--- config.mk ---
export PLATFORM = sky130hd
export DESIGN_NAME = reg_xfer_ctrl
export DESIGN_NICKNAME = d
export VERILOG_FILES = /design/src/rtl/reg_xfer_ctrl.sv
export SDC_FILE = /design/constraint.sdc
export NUM_CORES = 1
export LEC_CHECK = 0
export ABC_AREA = 1
export BUFFER_PORTS_ARGS = -buffer_cell sky130_fd_sc_hd__buf_2
export CAP_MARGIN = 20
export CORE_AREA = 2 2 86 88
export DETAILED_ROUTE_END_ITERATION = 10
export DIE_AREA = 0 0 88 90
export PLACE_DENSITY = 0.78
export SLEW_MARGIN = 0
export SYNTH_ARGS = -nofsm -noshare
export SYNTH_HDL_FRONTEND = slang
export SYNTH_SLANG_ARGS = --single-unit
--- constraint.sdc ---
create_clock -name i_clk -period 1.6 [get_ports i_clk]
set_input_delay 0.16 -clock i_clk [delete_from_list [all_inputs] [get_ports i_clk]]
set_output_delay 0.16 -clock i_clk [all_outputs]
set_load 0.05 [all_outputs]
--- src/rtl/reg_xfer_ctrl.sv ---
// Initiator for the 8x16 register bank: single-register READ/WRITE/MOVE plus whole-bank SAVE/RESTORE streams.
// Define RXC_ZERO_REG_EN to treat r0 as a hardwired zero register. i_reset is asynchronous and active-low.
module reg_xfer_ctrl #(
    parameter int DW   = 16,
    parameter int NREG = 8
) (
    input  logic                     i_clk,
    input  logic                     i_reset,
    input  logic                     i_cmd_valid,
    output logic                     o_cmd_ready,
    input  logic [2:0]               i_cmd_op,
    input  logic [$clog2(NREG)-1:0]  i_cmd_src,
    input  logic [$clog2(NREG)-1:0]  i_cmd_dst,
    input  logic [DW-1:0]            i_cmd_data,
    output logic                     o_rsp_valid,
    output logic                     o_rsp_err,
    output logic [DW-1:0]            o_rsp_data,
    output logic                     o_busy,
    output logic                     o_sv_valid,
    input  logic                     i_sv_ready,
    output logic [DW-1:0]            o_sv_data,
    input  logic                     i_rs_valid,
    output logic                     o_rs_ready,
    input  logic [DW-1:0]            i_rs_data,
    output logic [$clog2(NREG)-1:0]  o_rb_id,
    output logic [DW-1:0]            o_rb_din,
    output logic                     o_rb_ld,
    input  logic [DW-1:0]            i_rb_dout
);

    localparam int IW = $clog2(NREG);
    localparam logic [IW-1:0] LAST = IW'(NREG - 1);

    localparam logic [2:0] OP_NOP     = 3'b000;
    localparam logic [2:0] OP_READ    = 3'b001;
    localparam logic [2:0] OP_WRITE   = 3'b010;
    localparam logic [2:0] OP_MOVE    = 3'b011;
    localparam logic [2:0] OP_SAVE    = 3'b100;
    localparam logic [2:0] OP_RESTORE = 3'b101;

`ifdef RXC_ZERO_REG_EN
    localparam bit ZERO_REG = 1'b1;
`else
    localparam bit ZERO_REG = 1'b0;
`endif

    typedef enum logic [3:0] {
        S_IDLE,
        S_RD,
        S_WR,
        S_MV_RD,
        S_MV_WR,
        S_SV_RD,
        S_SV_OUT,
        S_RS_WAIT,
        S_RS_WR
    } state_t;

    state_t          r_state;
    logic [IW-1:0]   r_idx;
    logic [IW-1:0]   r_dst;
    logic [IW-1:0]   r_rb_id;
    logic [DW-1:0]   r_rb_din;
    logic            r_rb_ld;
    logic            r_rsp_valid;
    logic            r_rsp_err;
    logic [DW-1:0]   r_rsp_data;
    logic            r_sv_valid;
    logic [DW-1:0]   r_sv_data;
    logic            r_rs_ready;

    logic [DW-1:0]   w_rd_word;
    logic            w_cmd_dst_ld;
    logic            w_mv_dst_ld;
    logic            w_rs_ld;

    // Every bank read is addressed by r_rb_id, so masking r0 here covers READ, MOVE and SAVE alike.
    assign w_rd_word    = (ZERO_REG && (r_rb_id == '0)) ? '0 : i_rb_dout;
    assign w_cmd_dst_ld = !(ZERO_REG && (i_cmd_dst == '0));
    assign w_mv_dst_ld  = !(ZERO_REG && (r_dst == '0));
    assign w_rs_ld      = !(ZERO_REG && (r_idx == '0));

    assign o_cmd_ready = (r_state == S_IDLE) && i_reset;
    assign o_busy      = (r_state != S_IDLE);
    assign o_rsp_valid = r_rsp_valid;
    assign o_rsp_err   = r_rsp_err;
    assign o_rsp_data  = r_rsp_data;
    assign o_sv_valid  = r_sv_valid;
    assign o_sv_data   = r_sv_data;
    assign o_rs_ready  = r_rs_ready;
    assign o_rb_id     = r_rb_id;
    assign o_rb_din    = r_rb_din;
    assign o_rb_ld     = r_rb_ld;

    always_ff @(posedge i_clk or negedge i_reset) begin
        if (!i_reset) begin
            r_state     <= S_IDLE;
            r_idx       <= '0;
            r_dst       <= '0;
            r_rb_id     <= '0;
            r_rb_din    <= '0;
            r_rb_ld     <= 1'b0;
            r_rsp_valid <= 1'b0;
            r_rsp_err   <= 1'b0;
            r_rsp_data  <= '0;
            r_sv_valid  <= 1'b0;
            r_sv_data   <= '0;
            r_rs_ready  <= 1'b0;
        end else begin
            // Pulses default low so rb_ld and rsp_valid never last longer than one cycle.
            r_rsp_valid <= 1'b0;
            r_rsp_err   <= 1'b0;
            r_rb_ld     <= 1'b0;
            unique case (r_state)
                S_IDLE: begin
                    if (i_cmd_valid) begin
                        r_dst <= i_cmd_dst;
                        case (i_cmd_op)
                            OP_NOP: r_rsp_valid <= 1'b1;
                            OP_READ: begin
                                r_rb_id <= i_cmd_src;
                                r_state <= S_RD;
                            end
                            OP_WRITE: begin
                                r_rb_id  <= i_cmd_dst;
                                r_rb_din <= i_cmd_data;
                                r_rb_ld  <= w_cmd_dst_ld;
                                r_state  <= S_WR;
                            end
                            OP_MOVE: begin
                                r_rb_id <= i_cmd_src;
                                r_state <= S_MV_RD;
                            end
                            OP_SAVE: begin
                                r_idx   <= '0;
                                r_rb_id <= '0;
                                r_state <= S_SV_RD;
                            end
                            OP_RESTORE: begin
                                r_idx      <= LAST;
                                r_rs_ready <= 1'b1;
                                r_state    <= S_RS_WAIT;
                            end
                            default: begin
                                r_rsp_valid <= 1'b1;
                                r_rsp_err   <= 1'b1;
                            end
                        endcase
                    end
                end
                S_RD: begin
                    r_rsp_data  <= w_rd_word;
                    r_rsp_valid <= 1'b1;
                    r_state     <= S_IDLE;
                end
                S_WR: begin
                    r_rsp_valid <= 1'b1;
                    r_state     <= S_IDLE;
                end
                S_MV_RD: begin
                    r_rb_din <= w_rd_word;
                    r_rb_id  <= r_dst;
                    r_rb_ld  <= w_mv_dst_ld;
                    r_state  <= S_MV_WR;
                end
                S_MV_WR: begin
                    r_rsp_valid <= 1'b1;
                    r_state     <= S_IDLE;
                end
                S_SV_RD: begin
                    r_sv_data  <= w_rd_word;
                    r_sv_valid <= 1'b1;
                    r_state    <= S_SV_OUT;
                end
                S_SV_OUT: begin
                    if (i_sv_ready) begin
                        r_sv_valid <= 1'b0;
                        if (r_idx == LAST) begin
                            r_rsp_valid <= 1'b1;
                            r_state     <= S_IDLE;
                        end else begin
                            r_idx   <= r_idx + IW'(1);
                            r_rb_id <= r_idx + IW'(1);
                            r_state <= S_SV_RD;
                        end
                    end
                end
                // Restore fills r7 down to r0 so a SAVE stream popped off a stack lands back in place.
                S_RS_WAIT: begin
                    if (i_rs_valid) begin
                        r_rb_din   <= i_rs_data;
                        r_rb_id    <= r_idx;
                        r_rb_ld    <= w_rs_ld;
                        r_rs_ready <= 1'b0;
                        r_state    <= S_RS_WR;
                    end
                end
                S_RS_WR: begin
                    if (r_idx == '0) begin
                        r_rsp_valid <= 1'b1;
                        r_state     <= S_IDLE;
                    end else begin
                        r_idx      <= r_idx - IW'(1);
                        r_rs_ready <= 1'b1;
                        r_state    <= S_RS_WAIT;
                    end
                end
                default: r_state <= S_IDLE;
            endcase
        end
    end

endmodule

* After elaboration in Yosys (flattened, before gate mapping)
Index checks and enable logic that the tools add are counted.
** Storage, ports and cells
- Latch bits :: 0
- Register bits after elaboration :: 66
- ROM bits :: 0
- Output and inout port bits :: 58
- Memories kept :: 0
- Memory bits (writable) :: 0
- Word-level logic and storage cells :: 100
** Cells by class
- Add/sub/neg operators :: 2
- Equality and inequality tests :: 24
- Reduce and logical (&&, ||, !) cells :: 21
- Shift operators :: 0
- Mux-type cells :: 41
- Div/mod/pow operators :: 0
- Bitwise gates (word level) :: 0
- $lt $le $gt $ge :: 0
- $mul :: 0
** Operators by type and width (number)
- 16-bit 2-to-1 mux :: 3
- 16-bit case mux with 3 select lines :: 1
- 3-bit 2-to-1 mux :: 8
- 4-bit case mux with 6 select lines :: 1
- 4-bit case mux with 5 select lines :: 1
- 3-bit case mux with 3 select lines :: 2
- 4-bit by 3-bit equality test with 1-bit output, second input constant :: 4
- 1-bit 2-to-1 mux :: 16
- 4-bit 2-to-1 mux :: 3
- 3-bit case mux with 4 select lines :: 1
- 6-bit AND reduction :: 2
- 2-bit != test, second input constant :: 5
- 3-bit equality test, second input constant :: 3
- 3-bit nonzero test :: 3
- 4-bit by 2-bit equality test with 1-bit output, second input constant :: 2
- 4-bit AND reduction :: 2
- 4-bit nonzero test :: 2
- 3-bit by 2-bit equality test with 1-bit output, second input constant :: 2
- 3-bit zero test :: 2
- 6-bit by 1-bit != test with 1-bit output, second input constant :: 1
- 1-bit case mux with 3 select lines :: 2
- 3-bit case mux with 2 select lines :: 1
- 6-bit OR reduction :: 1
- 5-bit AND reduction :: 1
- 17 further kinds :: 19

* Depth between registers and ports, before layout
- Depth after elaboration :: 5
- Gate-level depth with buffers :: 10
- Gate-level depth less buffers :: 9

* Least setup slack after synthesis
Ideal clock, no wire load.
- Kind :: flip-flop to output port
- From :: register r_state[0]
- To :: output o_cmd_ready
- Data required time :: 1.440 ns
- Stages on the path, launching flop included :: 4
- Data arrival time :: 1.509 ns
- Slack :: -0.069 ns
- Path buffers :: 0
- Cell sequence :: dfrtp_1 -> nor2_4 -> nand2_4 -> nor2_1
** On the way
- Longest elaborated chain between the ends :: 2
** Ends and longest elaborated chain
- start, declared :: line 59 : state_t r_state;
- start signal, assigned :: line 97 : r_state <= S_IDLE;
- start signal, assigned :: line 122 : r_state <= S_RD;
- start signal, assigned :: line 128 : r_state <= S_WR;
- 4-bit zero test :: line 83 : assign o_cmd_ready = (r_state == S_IDLE) && i_reset;
- 1-bit logical AND :: line 83
- end, declared :: line 10 : output logic o_cmd_ready,
No other way between the ends.

* Worst setup path after layout
- From :: register r_state[2]
- To :: register r_rb_din[9], in the netlist o_rb_din[9]
** On the way
- Longest elaborated chain between the ends :: 3
** Ends and longest elaborated chain
- 4-bit by 3-bit equality test with 1-bit output (tied with other cells) :: line 114 : unique case (r_state)
- 2-bit != test (no line) (tied with other cells)
- 4-bit AND reduction (no line)
- end signal, assigned :: line 126 : r_rb_din <= i_cmd_data;
- end signal, assigned :: line 161 : r_rb_din <= w_rd_word;
- end signal, assigned :: line 191 : r_rb_din <= i_rs_data;
- end, declared :: line 63 : logic [DW-1:0] r_rb_din;
Several ways; a longest one is shown, not always the timed one.
A chain may end at the register's enable or synchronous reset.

==> results list <==
- Inserted Clock Buffers: 9
* Worst setup path class: flip-flop to flip-flop
* Die Outline Area: 7920 um^2
* Data arrival time of the worst path: 1.86 ns
- The run finished, with violations left.
- In this run the count of I/O pins placed on the die edge is 120.
* Synth Area per Inst: 7.82 um^2
* Sequential element share of the synthesized area: 48.5%
- Number of standard cells after synthesis: 435
- The worst-case IR drop observed on VDD is 1120 uV.
* Drt pass-1 iters: 5
* Hold violation count in the final report: 0
* Summed instance area of the synthesized netlist: 3400 um^2
- Setup slack on the critical path of the routed design comes to -0.0349 ns.
* Leak pwr: 2.61 nW
- Along the worst path, the maximum fanout reaches 7.
* Gr usage total: 25.4%
* Ys Warns: 0
- Post-route antenna net violation count: 0
* Distinct cells, synth: 29
- In this run the tightest slew margin relative to its limit is 44.8%.
- Clock-pin slew was measured on the worst setup and hold paths at 0.08 ns.
- The routed design has 10500 um of wire.
- Dividing total power by cell area gives a power density of 2180 nW/um^2.
- Relative to the synthesized area, the layout overhead comes to 36.4%.
* Number of hold buffers added after CTS: 0
* Routability-driven placement congestion ratio: 0.922
- Final critical path time including I/O delays and setup: 1.63 ns
- After global routing the overflow that remains totals 0.
* Total placed instance area: 4160 um^2
- Via count of the routed design: 3538
- Clock insertion delay at the later pin of the skew report: 0.34 ns
- Max-cap violations: 0
- Measured along the x axis, the die boundary spans 88 um.
- Setup repair after global routing could not meet its margin everywhere.
- TritonCTS built the clock tree.
- Proportion of layout cells with a drive suffix above 1: 36.3%
- Final layout net count: 651
* Vias per cell: 5.15
- The final reports fail on setup timing.
- The cell sitting at the root of the clock tree is a sky130_fd_sc_hd__clkbuf_8.
- STA classifies the critical path startpoint as a flip-flop.
- Wire length of the first global-routing pass: 15400 um
* Final Total Pwr: 10.1 mW
* CTS Buffer Depth: 2
* Endpoint required time on the critical path: 1.83 ns
- Area inside the core boundary: 7020 um^2
* Post-DR wirelength/cell: 15.3 um
- Setup Total Neg Slack: -0.0826 ns
- Violation count after the first detailed-route iteration: 218
* Share of the clock period used by the worst path after layout: 102%
* Layout Cell Area excl Fill: 4640 um^2
- Post-Route Utilization: 66.1%
- Measured along the y axis, the die boundary spans 90 um.
- Num Clock Sinks: 66
- Pin count of the biggest net entering global routing: 67
- Between clock sinks in the finished design, the worst skew comes to 0.00537 ns.
- For this run, the top clock speed supported by timing is 612 MHz.
- The number of global-route vias before repair is 3203.
- Post-Syn Nets: 504
- Final cell count without fillers: 687
- CTS built an H-tree with a depth of 3.
- Half-perimeter wire length after placement: 7500 um
- STA classifies the critical path endpoint as a flip-flop.
- Number of I/O port buffers: 119
- For this run, design rule violations remaining after detail routing come to 0.
* Number of register bits inferred by synthesis: 66
- Once the floorplan was initialized, standard cells occupied 48.5% of the core.
- The number of antenna violations at the first check in global routing was 1.
- Count of final setup violators: 6
- Including well taps, the total number of placed cells is 653.
- At the pin with the least slew margin, the transition time is 0.828 ns.
* Number of max-slew violations in the final report: 0
- Row Count: 31
* Type of the worst min-delay path: input port to async pin
## cell type report
type	instances	area [um^2]
Clock buffer	9	124
Clock inverter	7	61.3
Multi-Input combinational cell	313	1620
Fill cell	565	2380
Tap cell	99	124
Timing Repair inverter	2	20.0
Antenna cell	1	2.50
Sequential cell	66	1660
Inverter	45	186
Timing Repair Buffer	145	850
## sequential cells by signal (all words and copies together), names as in the netlist
register     flops
o_rb_din        16
o_rb_id          3
o_sv_valid       1
r_dst            3
o_rsp_err        1
r_state          4
o_rb_ld          1
o_rsp_valid      1
r_idx            3
o_rsp_data      16
o_rs_ready       1
o_sv_data       16
## worst paths after layout
check                                    startpoint                  endpoint  slack [ns]  cells after the start
max                          r_state[2]$_DFFE_PN0P_   o_rb_din[9]$_DFFE_PN0P_       -0.03                      9
max reg2reg                  r_state[2]$_DFFE_PN0P_   o_rb_din[9]$_DFFE_PN0P_       -0.03                      9
min                                         i_reset    o_rs_ready$_DFFE_PN0P_        0.03                      2
min reg2reg                o_rb_din[11]$_DFFE_PN0P_  o_rb_din[11]$_DFFE_PN0P_        0.48                      2
max in group asynchronous                   i_reset    r_state[3]$_DFFE_PN0P_        0.97                      2
min in group i_clk                     i_cmd_dst[0]      r_dst[0]$_DFFE_PN0P_        0.04                      3
## cells in the final DEF (no fill, tap or decap), types with 2 or more instances in the layout
| master | n |
|---|---|
| sky130_fd_sc_hd__nand4_1 | 3 |
| sky130_fd_sc_hd__nor2_1 | 22 |
| sky130_fd_sc_hd__clkinv_4 | 2 |
| sky130_fd_sc_hd__buf_12 | 3 |
| sky130_fd_sc_hd__nor2_2 | 3 |
| sky130_fd_sc_hd__o21ai_1 | 9 |
| sky130_fd_sc_hd__o21ai_2 | 8 |
| sky130_fd_sc_hd__inv_1 | 39 |
| sky130_fd_sc_hd__clkbuf_8 | 9 |
| sky130_fd_sc_hd__buf_4 | 19 |
| sky130_fd_sc_hd__buf_6 | 5 |
| sky130_fd_sc_hd__o21a_1 | 2 |
| sky130_fd_sc_hd__inv_8 | 2 |
| sky130_fd_sc_hd__nor2_4 | 9 |
| sky130_fd_sc_hd__nand3_1 | 19 |
| sky130_fd_sc_hd__dfrtp_1 | 62 |
| sky130_fd_sc_hd__inv_2 | 3 |
| sky130_fd_sc_hd__o211ai_1 | 7 |
| sky130_fd_sc_hd__a21oi_1 | 13 |
| sky130_fd_sc_hd__nand3_2 | 2 |
| sky130_fd_sc_hd__o21ai_0 | 47 |
| sky130_fd_sc_hd__nor3_1 | 2 |
| sky130_fd_sc_hd__buf_2 | 118 |
| sky130_fd_sc_hd__clkinvlp_4 | 2 |
| sky130_fd_sc_hd__nand2_4 | 8 |
| sky130_fd_sc_hd__nand2_1 | 139 |
| sky130_fd_sc_hd__inv_4 | 2 |
| sky130_fd_sc_hd__dfrtp_2 | 4 |
| sky130_fd_sc_hd__inv_6 | 3 |
| sky130_fd_sc_hd__ha_1 | 7 |
| sky130_fd_sc_hd__nand2_2 | 8 |
## critical path, stage by stage (launching register included)
cell and delay (ns):
sky130_fd_sc_hd__dfrtp_2 0.46, sky130_fd_sc_hd__inv_4 0.06, sky130_fd_sc_hd__nor2_4 0.23, sky130_fd_sc_hd__nand2_4 0.12, sky130_fd_sc_hd__nor2_4 0.15, sky130_fd_sc_hd__nor2_4 0.05, sky130_fd_sc_hd__nand2_4 0.18, sky130_fd_sc_hd__clkinv_8 0.12
sky130_fd_sc_hd__nand2_1 0.08, sky130_fd_sc_hd__o21ai_1 0.07
## what timing repair did
action,4_1_cts,5_1_grt
buffers inserted,3,13
gates resized for setup,7,41
pin swaps,1,21
endpoints found under the setup margin,2,33
gates cloned,0,2
endpoints found under the hold margin,0,0
## cell usage after synthesis
master / number / area share [%]
sky130_fd_sc_hd__o21ai_0: 52 / 7.6
sky130_fd_sc_hd__nor3_1: 3 / 0.44
sky130_fd_sc_hd__nand4_1: 3 / 0.55
sky130_fd_sc_hd__a21oi_1: 13 / 1.9
sky130_fd_sc_hd__inv_4: 1 / 0.18
sky130_fd_sc_hd__nand2_1: 150 / 17
sky130_fd_sc_hd__nor2_1: 25 / 2.8
sky130_fd_sc_hd__nand2_4: 4 / 1.3
sky130_fd_sc_hd__dfrtp_1: 66 / 49
sky130_fd_sc_hd__o211ai_1: 7 / 1.5
sky130_fd_sc_hd__o21a_1: 2 / 0.44
sky130_fd_sc_hd__a22oi_1: 1 / 0.22
sky130_fd_sc_hd__o21ai_2: 5 / 1.3
sky130_fd_sc_hd__nand2_2: 1 / 0.18
sky130_fd_sc_hd__ha_1: 7 / 2.6
sky130_fd_sc_hd__clkbuf_1: 6 / 0.66
sky130_fd_sc_hd__buf_4: 1 / 0.22
sky130_fd_sc_hd__nor2_2: 5 / 0.92
sky130_fd_sc_hd__or2_2: 1 / 0.18
sky130_fd_sc_hd__inv_1: 39 / 4.3
sky130_fd_sc_hd__nand3_2: 1 / 0.29
sky130_fd_sc_hd__xor2_1: 1 / 0.26
sky130_fd_sc_hd__buf_2: 2 / 0.29
sky130_fd_sc_hd__inv_2: 5 / 0.55
sky130_fd_sc_hd__nand3_1: 20 / 2.9
sky130_fd_sc_hd__nand3b_1: 1 / 0.22
sky130_fd_sc_hd__o21ai_1: 7 / 1.0
sky130_fd_sc_hd__nor2_4: 4 / 1.3
sky130_fd_sc_hd__buf_6: 2 / 0.66
## layer usage
layer	track usage, %	part of all wire [%]	routed length [um]
met3	5.14	8.0	838
met4	9.87	2.3	245
met2	41.3	49	5200
met5	0	0	0
met1	33.1	40	4250
## through the flow
| stage | setup slack, ns | hold WS (ns) |
|---|---|---|
| CTS | 0.0207 | 0.0331 |
| floorplan | 0.0293 | -0.136 |
| global route | -0.121 | 0.0355 |
| global placement | 0.0547 | 0.394 |
| detailed placement | 0.0400 | 0.396 |
| finish | -0.0349 | 0.0277 |
## power breakdown
group / leakage [nW] / switching [mW] / total [mW] / internal (mW)
registers: 0.814 / 0.492 / 2.92 / 2.43
clock network: 0.0884 / 0.716 / 1.30 / 0.588
logic: 1.71 / 4.38 / 5.91 / 1.53
## kinds of logic after synthesis
| group | after synthesis | synth area share, % |
|---|---|---|
| buffers and inverters | 56 | 6.88 |
| DFF | 66 | 48.5 |
| adders and majority gates | 7 | 2.57 |
| AOI/OAI and AO/OA | 87 | 14.1 |
| xor gates and xnor gates | 1 | 0.257 |
| and+or+nand+nor | 218 | 27.7 |
Note: power is estimated with default switching activity, not from simulation.
